## config.mk

```make
export PLATFORM = sky130hd
export DESIGN_NAME = vga_bar_renderer
export DESIGN_NICKNAME = d
export VERILOG_FILES = /design/src/rtl/vga_bars_pkg.sv /design/src/rtl/vga_sync_counter.sv /design/src/rtl/vga_bar_renderer.sv
export SDC_FILE = /design/constraint.sdc
export NUM_CORES = 1
export LEC_CHECK = 0
export BUFFER_PORTS_ARGS = -buffer_cell sky130_fd_sc_hd__buf_2
export CORE_MARGIN = 4
export CORE_UTILIZATION = 43
export DETAILED_ROUTE_END_ITERATION = 16
export SYNTH_ARGS = -nofsm -noshare
export SYNTH_HDL_FRONTEND = slang
export SYNTH_SLANG_ARGS = --single-unit
```

## constraint.sdc

```tcl
create_clock -name i_Clk -period 8.6 [get_ports i_Clk]
set_input_delay 0.86 -clock i_Clk [delete_from_list [all_inputs] [get_ports i_Clk]]
set_output_delay 0.86 -clock i_Clk [all_outputs]
set_load 0.03 [all_outputs]
```

## src/rtl/vga_bars_pkg.sv

```systemverilog
// vga_bars_pkg: shared widths, default timing, colour constants and the
// divider-boundary clamp used by the bar renderer and its sync counter.
package vga_bars_pkg;

    // Default 640x480 @ 60 Hz timing, counted in pixel clocks / lines.
    localparam int DEF_TOTAL_COLS  = 800;
    localparam int DEF_TOTAL_ROWS  = 525;
    localparam int DEF_ACTIVE_COLS = 640;
    localparam int DEF_ACTIVE_ROWS = 480;
    localparam int DEF_CENTER_COL  = 320;
    localparam int DEF_LINE_WIDTH  = 4;

    localparam int SPLIT_W = 9;             // signed split-line offset
    localparam int COLOR_W = 3;             // bits per colour channel
    localparam int RGB_W   = 3 * COLOR_W;   // packed {R,G,B}
    localparam int BOUND_W = 11;            // signed width for boundary maths

    localparam logic [RGB_W-1:0] DEF_LEFT_COLOR    = 9'o700;
    localparam logic [RGB_W-1:0] DEF_RIGHT_COLOR   = 9'o007;
    localparam logic [RGB_W-1:0] DEF_LINE_COLOR    = 9'o777;
    localparam logic [RGB_W-1:0] CENTER_MARK_COLOR = 9'o070;

    // Position recovery: hunting for the first frame start, then tracking.
    typedef enum logic {
        LOCK_HUNT  = 1'b0,
        LOCK_TRACK = 1'b1
    } lock_state_e;

    // Clamp a signed boundary column into the visible range [0, max_col].
    function automatic logic signed [BOUND_W-1:0] clamp_bound(
        input logic signed [BOUND_W-1:0] raw,
        input int                        max_col
    );
        logic signed [BOUND_W-1:0] hi;
        hi = BOUND_W'(max_col);
        if (raw[BOUND_W-1]) begin
            return '0;
        end
        if (raw > hi) begin
            return hi;
        end
        return raw;
    endfunction

endpackage

```

## src/rtl/vga_sync_counter.sv

```systemverilog
// vga_sync_counter: detects the VSync rising edge (frame start) and runs
// column/row counters that are re-aligned on every frame start. Reports
// lock once the first frame start after reset has been seen.
module vga_sync_counter
    import vga_bars_pkg::*;
#(
    parameter int TOTAL_COLS = DEF_TOTAL_COLS,
    parameter int TOTAL_ROWS = DEF_TOTAL_ROWS,
    parameter int COL_W      = $clog2(TOTAL_COLS),
    parameter int ROW_W      = $clog2(TOTAL_ROWS)
) (
    input  logic             i_Clk,
    input  logic             i_Rst_L,
    input  logic             i_VSync,
    output logic [COL_W-1:0] o_Col,
    output logic [ROW_W-1:0] o_Row,
    output logic             o_Locked
);

    logic             vsync_d_reg;
    logic             frame_start;
    logic [COL_W-1:0] col_reg, col_next;
    logic [ROW_W-1:0] row_reg, row_next;
    lock_state_e      state_reg, state_next;

    assign frame_start = i_VSync & ~vsync_d_reg;

    // State, edge-detect and counter registers. The VSync history resets
    // high so that releasing reset in the middle of an active region does
    // not look like a frame start; lock waits for a genuine rising edge.
    always_ff @(posedge i_Clk or negedge i_Rst_L) begin
        if (!i_Rst_L) begin
            vsync_d_reg <= 1'b1;
            col_reg     <= '0;
            row_reg     <= '0;
            state_reg   <= LOCK_HUNT;
        end else begin
            vsync_d_reg <= i_VSync;
            col_reg     <= col_next;
            row_reg     <= row_next;
            state_reg   <= state_next;
        end
    end

    // Next position: frame start re-aligns to (0,0) and wins over wrap.
    always_comb begin
        col_next = col_reg;
        row_next = row_reg;
        if (frame_start) begin
            col_next = '0;
            row_next = '0;
        end else if (col_reg == COL_W'(TOTAL_COLS - 1)) begin
            col_next = '0;
            if (row_reg == ROW_W'(TOTAL_ROWS - 1)) begin
                row_next = '0;
            end else begin
                row_next = row_reg + ROW_W'(1);
            end
        end else begin
            col_next = col_reg + COL_W'(1);
        end
    end

    // Lock FSM: any frame start moves to tracking; only reset returns to hunt.
    always_comb begin
        state_next = state_reg;
        if (frame_start) begin
            state_next = LOCK_TRACK;
        end
    end

    assign o_Col    = col_reg;
    assign o_Row    = row_reg;
    assign o_Locked = (state_reg == LOCK_TRACK);

endmodule

```

## src/rtl/vga_bar_renderer.sv

```systemverilog
// vga_bar_renderer: paints a left/right two-colour bar screen with a
// divider line at CENTER_COL + split. The split offset is shadowed once
// per frame during vertical blanking so the divider never tears, and the
// syncs are delayed two cycles to stay aligned with the registered colour.
// Optional build macro VGA_BARS_CENTER_MARK_EN adds a green reference
// mark at CENTER_COL on non-divider active pixels.
module vga_bar_renderer
    import vga_bars_pkg::*;
#(
    parameter int               TOTAL_COLS  = DEF_TOTAL_COLS,
    parameter int               TOTAL_ROWS  = DEF_TOTAL_ROWS,
    parameter int               ACTIVE_COLS = DEF_ACTIVE_COLS,
    parameter int               ACTIVE_ROWS = DEF_ACTIVE_ROWS,
    parameter int               CENTER_COL  = DEF_CENTER_COL,
    parameter int               LINE_WIDTH  = DEF_LINE_WIDTH,
    parameter logic [RGB_W-1:0] LEFT_COLOR  = DEF_LEFT_COLOR,
    parameter logic [RGB_W-1:0] RIGHT_COLOR = DEF_RIGHT_COLOR,
    parameter logic [RGB_W-1:0] LINE_COLOR  = DEF_LINE_COLOR
) (
    input  logic                      i_Clk,
    input  logic                      i_Rst_L,
    input  logic                      i_HSync,
    input  logic                      i_VSync,
    input  logic signed [SPLIT_W-1:0] i_SplitLine,
    output logic                      o_NewFrameTick,
    output logic                      o_HSync,
    output logic                      o_VSync,
    output logic [COLOR_W-1:0]        o_Red_Video,
    output logic [COLOR_W-1:0]        o_Grn_Video,
    output logic [COLOR_W-1:0]        o_Blu_Video
);

    localparam int COL_W = $clog2(TOTAL_COLS);
    localparam int ROW_W = $clog2(TOTAL_ROWS);

    logic [COL_W-1:0]          col;
    logic [ROW_W-1:0]          row;
    logic                      locked;

    logic signed [SPLIT_W-1:0] split_reg;
    logic [1:0]                hsync_pipe_reg, vsync_pipe_reg;
    logic [RGB_W-1:0]          rgb_reg, rgb_next;
    logic                      tick_reg, tick_next;
    logic                      split_load;

    logic signed [BOUND_W-1:0] bound_raw, bound, line_end, col_s;
    logic                      active, in_line;

    vga_sync_counter #(
        .TOTAL_COLS (TOTAL_COLS),
        .TOTAL_ROWS (TOTAL_ROWS),
        .COL_W      (COL_W),
        .ROW_W      (ROW_W)
    ) u_sync_counter (
        .i_Clk    (i_Clk),
        .i_Rst_L  (i_Rst_L),
        .i_VSync  (i_VSync),
        .o_Col    (col),
        .o_Row    (row),
        .o_Locked (locked)
    );

    // Divider geometry from the shadowed split, in signed 11-bit arithmetic.
    assign bound_raw = $signed(BOUND_W'(CENTER_COL)) + BOUND_W'(split_reg);
    assign bound     = clamp_bound(bound_raw, ACTIVE_COLS - 1);
    assign line_end  = bound + $signed(BOUND_W'(LINE_WIDTH));
    assign col_s     = $signed(BOUND_W'(col));
    assign active    = (col < COL_W'(ACTIVE_COLS)) && (row < ROW_W'(ACTIVE_ROWS));
    assign in_line   = (col_s >= bound) && (col_s < line_end);

    // Tick at the first pixel of vertical blanking; split is taken one line
    // later so the producer has had a full line to settle its new value.
    assign tick_next  = locked && (col == '0) && (row == ROW_W'(ACTIVE_ROWS));
    assign split_load = locked && (col == '0) && (row == ROW_W'(ACTIVE_ROWS + 1));

    // Colour selection for the current position; black until locked.
    always_comb begin
        rgb_next = '0;
        if (locked && active) begin
            if (col_s < bound) begin
                rgb_next = LEFT_COLOR;
            end else if (in_line) begin
                rgb_next = LINE_COLOR;
            end else begin
                rgb_next = RIGHT_COLOR;
            end
`ifdef VGA_BARS_CENTER_MARK_EN
            if ((col == COL_W'(CENTER_COL)) && !in_line) begin
                rgb_next = CENTER_MARK_COLOR;
            end
`else
`endif
        end
    end

    // Output stage: colour, tick, split shadow and the two-deep sync delay.
    always_ff @(posedge i_Clk or negedge i_Rst_L) begin
        if (!i_Rst_L) begin
            rgb_reg        <= '0;
            tick_reg       <= 1'b0;
            split_reg      <= '0;
            hsync_pipe_reg <= '0;
            vsync_pipe_reg <= '0;
        end else begin
            rgb_reg        <= rgb_next;
            tick_reg       <= tick_next;
            hsync_pipe_reg <= {hsync_pipe_reg[0], i_HSync};
            vsync_pipe_reg <= {vsync_pipe_reg[0], i_VSync};
            if (split_load) begin
                split_reg <= i_SplitLine;
            end
        end
    end

    assign o_NewFrameTick = tick_reg;
    assign o_HSync        = hsync_pipe_reg[1];
    assign o_VSync        = vsync_pipe_reg[1];
    assign o_Red_Video    = rgb_reg[RGB_W-1 -: COLOR_W];
    assign o_Grn_Video    = rgb_reg[2*COLOR_W-1 -: COLOR_W];
    assign o_Blu_Video    = rgb_reg[COLOR_W-1:0];

endmodule

```

Yosys cells after proc, flatten, opt, wreduce, memory -nomap -nowiden. Index checks and enable logic that the tools add are counted.

Logic and storage cells: 48. Register bits after elaboration: 45. Input port bits: 13. Output and inout bits: 12.

Add/sub/neg operators: 4. Magnitude comparators: 6. Bitwise gates (word level): 2. Equality and inequality tests: 4. Mux-type cells: 15. Reductions and logical operators: 8.

Operators by type and width (number): $mux W10 (5); $mux W11 (4); $mux W9 (3); $lt A11 B11 Y1 (2); $add A10 B1 Y10 const B (2); $eq A10 B10 Y1 const B (2); $eq A10 B9 Y1 const B (2); $add A10 B9 Y11 const A (1); $add A11 B4 Y11 const B (1); $ge A11 B11 Y1 (1); $gt A11 B11 Y1 const B (1); $logic_not A10 Y1 (1); $lt A10 B10 Y1 const B (1); $lt A10 B9 Y1 const B (1); $logic_and A1 B1 Y1 (6); $mux W1 (3); $reduce_bool A2 Y1 (1); $and A1 B1 Y1 (1); $not A1 Y1 (1).

Logic depth before layout (Yosys ltp).
Word-level depth: 12. Mapped depth: 16. Gate-level depth less buffers: 16.

Hierarchy. A second synthesis with hierarchy kept.

Cell total of the unflattened synthesis: 242. Area total of the unflattened synthesis: 2406.1 µm².

Modules (own cells, without submodules): vga_bar_renderer (area each 1313.8 µm², times used 1, cells each 131, sequential area each 425.4 µm²); vga_sync_counter (area each 1092.3 µm², times used 1, cells each 111, sequential area each 551.8 µm²).

Worst setup path after synthesis. Ideal clock, no wire load.

Kind: flip-flop to flip-flop. Start point: register split_reg[6]. End point: register rgb_reg[5]. Period minus slack after synthesis: 3.134 ns. Buffers on the path: 0. Setup slack: 5.466 ns. Arrival time: 3.048 ns. Required time: 8.514 ns. Library setup time: 0.086 ns. Cell stages (with the launch flop): 16. Path through: dfrtp_1 -> inv_1 -> ha_1 -> o21ai_0 -> a21o_1 -> nand2b_1 -> ha_1 -> and3_1 -> o22ai_1 -> a21oi_1 -> ha_1 -> a211o_1 -> a21oi_1 -> o21ai_0 -> a221o_1 -> nor3_1.

Longest elaborated chain between the ends: 12. Elaborated cells on any way between the ends: 16. Those cells by class: 2 x add/sub; 4 x order compare; 9 x mux; 1 x reduce/logical.

Ends and longest elaborated chain: from (decl) (RTL line vga_bar_renderer.sv:40) `logic signed [SPLIT_W-1:0] split_reg;`; from (signal assigned) (RTL line vga_bar_renderer.sv:110) `split_reg <= i_SplitLine;`; $add A10 B9 Y11 * (RTL line vga_bar_renderer.sv:64) `assign bound_raw = $signed(BOUND_W'(CENTER_COL)) + BOUND_W'(split_reg);`; $gt A11 B11 Y1 (RTL line vga_bars_pkg.sv:39) `if (raw > hi) begin`; $mux W1 (2 in series) (RTL line vga_bars_pkg.sv:39); $mux W11 (RTL line vga_bars_pkg.sv:42) `return raw;`; $mux W11 * (RTL line vga_bars_pkg.sv:39); $add A11 B4 Y11 (RTL line vga_bar_renderer.sv:66) `assign line_end = bound + $signed(BOUND_W'(LINE_WIDTH));`; $lt A11 B11 Y1 (RTL line vga_bar_renderer.sv:69) `assign in_line = (col_s >= bound) && (col_s < line_end);`; $logic_and A1 B1 Y1 (RTL line vga_bar_renderer.sv:69); $mux W9 (RTL line vga_bar_renderer.sv:82) `end else if (in_line) begin`; $mux W9 * (RTL line vga_bar_renderer.sv:80) `if (col_s < bound) begin`; $mux W9 * (RTL line vga_bar_renderer.sv:79) `if (locked && active) begin`; to (signal assigned) (RTL line vga_bar_renderer.sv:105) `rgb_reg <= rgb_next;`; to (decl) (RTL line vga_bar_renderer.sv:42) `logic [RGB_W-1:0] rgb_reg, rgb_next;`.

Every way passes the cells marked *; elsewhere a longest branch is shown, timed or not. The select of a mux whose other input is x is not followed. A chain may end at the register's enable or synchronous reset.

Worst setup path in the final report. Ends and elaborated chain as after synthesis.

==> results.cfg <==
[placement]
port_buffers = 24
placed_area_um2 = 2570
dpl.hpwl_mm = 3.66
gp_congestion = 0.806

[sta]
min_period_over_period_pct = 40.5
slew_headroom_pct = 43.2
setup_viol = 0
tightest_slew_ns = 0.852
rsz0062_at_grt = false
setup_tns_ns = 0
finalClockSkew_ns = 0.00697
maxSlewViolCount = 0
fmax_ghz = 0.287
timing.final.hold_violations = 0
min_period_ns = 3.48

[route]
drt-total-wl_mm = 4.95
drc = 0
antenna_left = 0
vias = 1797
drt-initial-drc-count = 100
vias_per_cell = 5.29
wl_per_cell_um = 14.6
drtPass1Iterations = 4

[synth]
syn_area_um2 = 2430
post-synth-top-area-cell = dfrtp_1
synth-seq-area-share_pct = 40.3
synth.top_cell.area_share_pct = 39.2
synthTopCellsByArea = dfrtp_1 39%, ha_1 13%, mux2_2 4.2%
syn_avg_cell_area_um2 = 9.91
syn_inst = 245
syn_nets = 283
synthFlopType = dfrtp_1
synth_most_common_cell = dfrtp_1
ys_seq_elements = 39
async_reset_ff_share_pct = 100
synth_edf_count = 0
synthTopCellsByCount = 38 x dfrtp_1, 25 x ha_1, 24 x nor2_1
ys_warn_count = 0
ys_types = 48

[power]
finalPower_uw = 423
irDropWorstVdd_v = 0.0000680
p_per_area_nw_per_um2 = 157
power.leakage_uw = 0.00129

[setup_path]
path_class = reg -> reg
crit_arrival_ns = 3.69
cp-start-kind = flop
crit_fanout = 6
required_ns = 8.81
cp-end-kind = flop

[floorplan]
rows = 27
core_um2 = 5510
start_util_pct = 44.1
dieHeight_um = 83.1
ios = 25
die_w_um = 83.1
dieArea_um2 = 6910

[outcome]
outcome = completed

[global_route]
grt_antenna_before_repair = 0
grt_max_degree = 40
grt_pass1_wl_mm = 8.51
grt_remaining_overflow = 0
grt_usage_pct = 15.0
grt_pass1_vias = 1747

[clock_tree]
clk_path_buf_depth = 2
clock_latency_ns = 0.29
clock-sinks = 39
clk_pin_slew_ns = 0.08
post_cts_resized = 0
numCtsBuffers = 5
cts_tree = built
cts_max_level = 2
hold_buffers = 0
cts_setup_buffers = 0
cts_root_buffer = clkbuf_8

[cells_and_area]
diodes = 0
drive_gt1_share_pct = 17.9
final_area_um2 = 2690
syn_to_final_growth_pct = 10.9
nNetsFinal = 305
fillers = 541

[flow_run]
drv_cap = 0

[hold_path]
hp-class = reg -> reg
-- metrics by stage --
stage	hold WS (ns)	worst slack, ns	utilization (%)	std cells
6_report	0.356	5.12	48.9	340
5_1_grt	0.380	4.75	48.9	340
4_1_cts	0.355	5.12	48.9	340
3_5_place_dp	0.337	5.15	46.8	332
3_3_place_gp	0.334	5.25	46.8	332
2_1_floorplan	0.331	5.47	-	245
-- worst paths after layout --
path	from	to	slack, ns	cells after the start
max in group asynchronous	i_Rst_L	u_sync_counter.o_Col[7]	7.39	1
min in group asynchronous	i_Rst_L	u_sync_counter.o_Row[2]	0.67	1
setup / recovery	split_reg[6]	rgb_reg[5]	5.12	15
hold reg to reg	hsync_pipe_reg[0]	hsync_pipe_reg[1]	0.36	0
setup reg to reg	split_reg[6]	rgb_reg[5]	5.12	15
hold / removal	hsync_pipe_reg[0]	hsync_pipe_reg[1]	0.36	0
-- metal layers --
layer	vias to the layer above	GRT usage, %	wire (µm)
met5	-	0	0
li1	921	-	-
met1	826	22.1	2540
met3	9	2.98	232
met2	41	21.4	2070
met4	0	5.79	105
-- area by class of cell --
type / instances / area (µm²) / share of cell area [%]
Tap cell: 72 / 90.1 / 3.35
Multi-Input combinational cell: 182 / 1330 / 49.3
Clock inverter: 2 / 35.0 / 1.30
Inverter: 14 / 52.6 / 1.95
Clock buffer: 6 / 82.6 / 3.07
Sequential cell: 39 / 977 / 36.3
Timing Repair Buffer: 25 / 128 / 4.74
-- cells by family (layout without fill, tap and decap cells) --
logic type,after synthesis,after routing,share of synthesized area [%]
AOI/OAI and AO/OA,47,47,14.1
adders and majority gates,25,25,12.9
buffers and inverters,24,47,5.05
muxes,9,9,4.18
xor gates and xnor gates,12,12,4.33
and+or+nand+nor,89,89,19.2
DFF,39,39,40.3
-- worst max-delay path, cell delays in order (launching register included) --
cell,delay (ns)
dfrtp_1,0.43
inv_1,0.12
ha_1,0.37
o21ai_0,0.13
a21o_1,0.26
nand2b_1,0.14
ha_1,0.21
and3_1,0.24
o22ai_1,0.11
a21oi_1,0.13
ha_1,0.25
a211o_1,0.29
a21oi_1,0.10
o21ai_0,0.10
a221o_1,0.32
nor3_1,0.18
-- power by group --
part	leakage (µW)	total, µW	internal, µW	switching [µW]
registers	0.000517	206	191	14.5
logic	0.000709	57.8	26.3	31.4
clock network	0.0000612	159	93.9	65.2
total	0.00129	423	312	111
-- placed cells by master, fill, tap and decap left out, drive strengths merged, types with 6 or more instances in the layout --
cell    instances
xnor2           6
nand3          13
nand2          11
a21o            7
nor3            6
xor2            6
nand2b          8
dfrtp          38
clkbuf          6
mux2            9
a21oi           6
ha             25
o21ai          13
nor2           24
buf            25
inv            14
nand4           6
(Power assumes the default switching activity.)
